### config.mk
export PLATFORM = sky130hd
export DESIGN_NAME = lut_writer
export DESIGN_NICKNAME = d
export VERILOG_FILES = /design/src/rtl/lut_writer.sv
export SDC_FILE = /design/constraint.sdc
export NUM_CORES = 1
export LEC_CHECK = 0
export CORE_MARGIN = 5
export CORE_UTILIZATION = 47
export DETAILED_ROUTE_END_ITERATION = 7
export PLACE_DENSITY = 0.73
export SLEW_MARGIN = 20
export SYNTH_ARGS = -nofsm -noshare
export SYNTH_HDL_FRONTEND = slang
export SYNTH_SLANG_ARGS = --single-unit
export TNS_END_PERCENT = 50
### constraint.sdc
create_clock -name clk -period 6.48 [get_ports clk]
set_input_delay 1.944 -clock clk [delete_from_list [all_inputs] [get_ports clk]]
set_output_delay 1.944 -clock clk [all_outputs]
set_load 0.03 [all_outputs]
### src/rtl/lut_writer.sv
// lut_writer: loads a DEPTH x DATA_W table from a valid/ready byte stream at auto-incrementing
// addresses and exposes the contents on a combinational address->data read port.
module lut_writer #(
   parameter int ADDR_W = 4,
   parameter int DATA_W = 8
) (
   input  logic              clk,
   input  logic              reset,
   input  logic              start,
   input  logic [ADDR_W-1:0] start_addr,
   input  logic [ADDR_W:0]   length,
   input  logic              in_valid,
   input  logic [DATA_W-1:0] in_data,
   output logic              in_ready,
   output logic              busy,
   output logic              done,
   output logic [ADDR_W:0]   wr_count,
   input  logic [ADDR_W-1:0] address,
   output logic [DATA_W-1:0] data
);

   localparam int DEPTH = 2 ** ADDR_W;

   localparam logic [1:0] ST_IDLE = 2'd0;
   localparam logic [1:0] ST_LOAD = 2'd1;
   localparam logic [1:0] ST_DONE = 2'd2;

   localparam logic [ADDR_W:0] LEN_ONE  = {{ADDR_W{1'b0}}, 1'b1};
   localparam logic [ADDR_W:0] LEN_ZERO = '0;

   logic [1:0]        state;
   logic [ADDR_W-1:0] ptr;
   logic [ADDR_W:0]   remaining;
   logic              handshake;
   logic [DATA_W-1:0] entries [DEPTH];

   assign in_ready  = (state == ST_LOAD);
   assign busy      = (state == ST_LOAD) || (state == ST_DONE);
   assign done      = (state == ST_DONE);
   assign handshake = in_valid && in_ready;

   // Reads see the registered table, so a same-cycle write shows up only after the edge.
   assign data = entries[address];

   always_ff @(posedge clk) begin
      if (reset) begin
         state     <= ST_IDLE;
         ptr       <= '0;
         remaining <= '0;
         wr_count  <= '0;
      end else begin
         case (state)
            ST_IDLE: begin
               if (start) begin
                  ptr       <= start_addr;
                  remaining <= length;
                  wr_count  <= '0;
                  state     <= (length == LEN_ZERO) ? ST_DONE : ST_LOAD;
               end
            end
            ST_LOAD: begin
               if (handshake) begin
                  // ptr is ADDR_W bits wide, so it wraps modulo DEPTH on its own.
                  ptr       <= ptr + 1'b1;
                  remaining <= remaining - 1'b1;
                  wr_count  <= wr_count + 1'b1;
                  if (remaining == LEN_ONE) begin
                     state <= ST_DONE;
                  end
               end
            end
            ST_DONE: state <= ST_IDLE;
            default: state <= ST_IDLE;
         endcase
      end
   end

   // NOTE: the table is a register array, not a RAM macro, because reset must clear every entry.
   always_ff @(posedge clk) begin
      if (reset) begin
         for (int i = 0; i < DEPTH; i++) begin
            entries[i] <= '0;
         end
      end else if (handshake) begin
         entries[ptr] <= in_data;
      end
   end

endmodule
==> impl_metrics.csv, run 1 <==
group,metric,value,unit
synthesis,synth_common_cells,"and2_1 (130), edfxtp_1 (128), nand2_1 (26)",
worst_setup_path,startpoint,"address[1]",
synthesis,synth_edf_count,128,
clock_tree,post_cts_buffers,0,
status,status,"completed",
placement,gp_congestion,0.805,
timing,fin_tns_setup,0,ns
clock_tree,clockRootBuffer,"clkbuf_16",
hold_path,min_path_cells,2,
clock_tree,cts.sinks,144,
clock_tree,path_clk_slew,0.06,ns
synthesis,syn-num-nets,538,
placement,io_buffers,40,
timing,drv_slew,0,
synthesis,synth_top_area_share,55.3,%
layout,final_nets,578,
timing,hold_ws,0.494,ns
synthesis,synth.most_common_cell,"and2_1",
route,drt_iter0_markers,294,
floorplanning,rows,44,
grt,grt_max_degree,33,
grt,grt_antenna_before_repair,0,
worst_setup_path,reg2reg_to,"entries[9][4]$_SDFFCE_PN0P_",
floorplanning,core-area,14500,sq um
synthesis,yosys.area.top_type,"edfxtp_1",
grt,track_usage,18.1,%
layout,num-fill-cells,1182,
clock_tree,htreeDepth,4,
clock_tree,clock_latency,0.42,ns
layout,drive_above_1_share,13.5,%
synthesis,syn_area,6950,sq um
clock_tree,cts-resized-gates,0,
layout,syn2layout_area_growth,17.0,%
timing,fin_ws,0.496,ns
timing,worstMarginPinSlew,0.983,ns
synthesis,avgSynthCellArea,13.8,sq um
floorplanning,initial_core_util,47.8,%
worst_setup_path,crit_end,"data[2]",
grt,grt_pass1_wl,24200,um
worst_setup_path,critical_path_required,4.54,ns
grt,gr-total-overflow,0,
floorplanning,die_height,132,um
power,p_leak,3.02,nW
layout,postLayoutCellArea,8130,sq um
power,power_density,315,nW/um^2
floorplanning,dieArea,17300,sq um
placement,hpwl,9980,um
route,routed_wl,15100,um
route,routedWlPerCell,20.4,um
synthesis,synth_seq_cells,144,
synthesis,synth-async-reset-ratio,0,%
synthesis,ys_warn_count,0,
clock_tree,hold_buffers,0,
layout,antenna_cells,0,
timing,rsz0062_at_grt,"false",
clock_tree,clock_path_buffers,2,
placement,place_ws,0.501,ns
timing,slew_headroom,34.5,%
clock_tree,cts_buffers,17,
worst_setup_path,critical_path_class,"in2out",
route,via_per_inst,5.54,
route,antenna_left,0,
synthesis,synthTopCellsByArea,"edfxtp_1 (55%), and2_1 (12%), mux4_2 (5.8%)",
worst_setup_path,cp_max_fo,32,
worst_setup_path,r2r_slack,3.56,ns
placement,placed_cell_area,7500,sq um
route,route.detailed.drc,0,
worst_setup_path,worstPathArrival,4.04,ns
worst_setup_path,timing.rr.start,"state[1]$_SDFFE_PP0P_",
power,peakVddDrop,0.209,mV
route,vias,4096,
placement,dpl.cell_count,708,
timing,setup_viol,0,
floorplanning,ios,41,
clock_tree,cts_tree,"yes",
timing,min_period,5.98,ns
timing,hold_viol,0,
worst_setup_path,start_kind,"primary input",
layout,fin_cells,739,
synthesis,syn_inst,503,
worst_setup_path,end_kind,"output port",
timing,post-route-period-util,92.4,%
hold_path,hp-class,"reg2reg",
synthesis,synth_cell_types,46,
route,detail_route.first_pass.iterations,4,
grt,grt_pass1_vias,4335,
synthesis,synth_ff_type,"edfxtp_1",
timing,skew,0.00737,ns
worst_setup_path,reg2reg_depth,6,
timing,timing.fmax,167,MHz
floorplanning,die_w,132,um
job,cap_violations,0,
synthesis,yosysSeqAreaShare,60.0,%
-- through the flow --
step	utilization [%]	total power, mW
CTS	55.9	2.58
detailed placement	51.6	1.55
global route	55.9	2.67
global placement	51.6	1.53
floorplan	-	1.41
finish	55.9	2.56
-- worst min path at each step --
stage                                    from                        end
detailed placement  remaining[4]$_SDFFE_PP0P_  remaining[4]$_SDFFE_PP0P_
floorplan           remaining[1]$_SDFFE_PP0P_  remaining[1]$_SDFFE_PP0P_
global route        remaining[1]$_SDFFE_PP0P_  remaining[1]$_SDFFE_PP0P_
global placement    remaining[1]$_SDFFE_PP0P_  remaining[1]$_SDFFE_PP0P_
CTS                 remaining[4]$_SDFFE_PP0P_  remaining[4]$_SDFFE_PP0P_
finish              remaining[1]$_SDFFE_PP0P_  remaining[1]$_SDFFE_PP0P_
-- layout make-up --
class	instances	area [sq um]	area share (%)
multi-input cells	324	2600	32.0
repair buffers	47	473	5.82
well taps	184	230	2.83
flip-flops and latches	144	4160	51.2
inverters	9	33.8	0.416
clock inverters	12	191	2.36
clock buffers	19	433	5.33
-- logic make-up (layout without fill, tap and decap cells) --
kind of cell,after synthesis,in the layout,synth area share (%)
AO/OA/AOI/OAI,44,44,4.27
adder cells (fa/ha/maj),10,10,1.80
multiplexers,36,36,11.7
XOR/XNOR,3,3,0.378
flip-flops,144,144,60.0
buffers and inverters,35,87,2.61
AND/OR/NAND/NOR,231,231,19.2
-- worst max-delay path, cell delays in order --
cell	delay [ns]
clkdlybuf4s50_1	0.51
buf_12	0.23
mux4_1	0.34
a22oi_1	0.29
nand2_1	0.10
clkdlybuf4s50_1	0.60
-- sequential cells by signal, indices dropped and copies added, names as in the netlist --
| signal | flops |
|---|---|
| entries | 128 |
| ptr | 4 |
| remaining | 5 |
| state | 2 |
| wr_count | 5 |
-- where the power goes --
group          switching (mW)  total (mW)  internal [mW]
sequential             0.0460        1.12           1.07
clock                   0.362        1.04          0.677
combinational           0.235       0.406          0.172
total                   0.643        2.56           1.92
-- cells in the final DEF, fill, tap and decap left out, types with 8 or more instances in the layout --
| cell | synthesis | layout |
|---|---|---|
| and2_1 | 130 | 130 |
| ha_1 | 10 | 10 |
| mux4_1 | 14 | 14 |
| dfxtp_1 | 16 | 16 |
| clkdlybuf4s50_1 | 0 | 39 |
| nor2b_1 | 8 | 8 |
| o21ai_0 | 9 | 9 |
| mux4_2 | 18 | 18 |
| inv_1 | 9 | 9 |
| or2_2 | 16 | 16 |
| nor2_1 | 21 | 21 |
| clkbuf_16 | 0 | 17 |
| nand2_1 | 26 | 26 |
| a22oi_1 | 16 | 16 |
| edfxtp_1 | 128 | 128 |
-- layer usage --
metal / vias up / share of wire (%) / GRT usage (%)
met4: 0 / 1.8 / 6.06
met1: 2034 / 43 / 24.3
met5: - / 0 / 0
li1: 1930 / - / -
met2: 115 / 50 / 29.1
met3: 17 / 5.3 / 4.47
(Power assumes the default switching activity.)
==> run 2, diff against run 1 <==
--- a/config.mk
+++ b/config.mk
@@ -8,6 +8,7 @@
 export CORE_MARGIN = 5
 export CORE_UTILIZATION = 47
 export DETAILED_ROUTE_END_ITERATION = 7
+export GPL_ROUTABILITY_DRIVEN = 0
 export PLACE_DENSITY = 0.73
 export SLEW_MARGIN = 20
 export SYNTH_ARGS = -nofsm -noshare
==> results of run 2 <==
No change in the layout: final DEF, timing and power equal those of run 1.
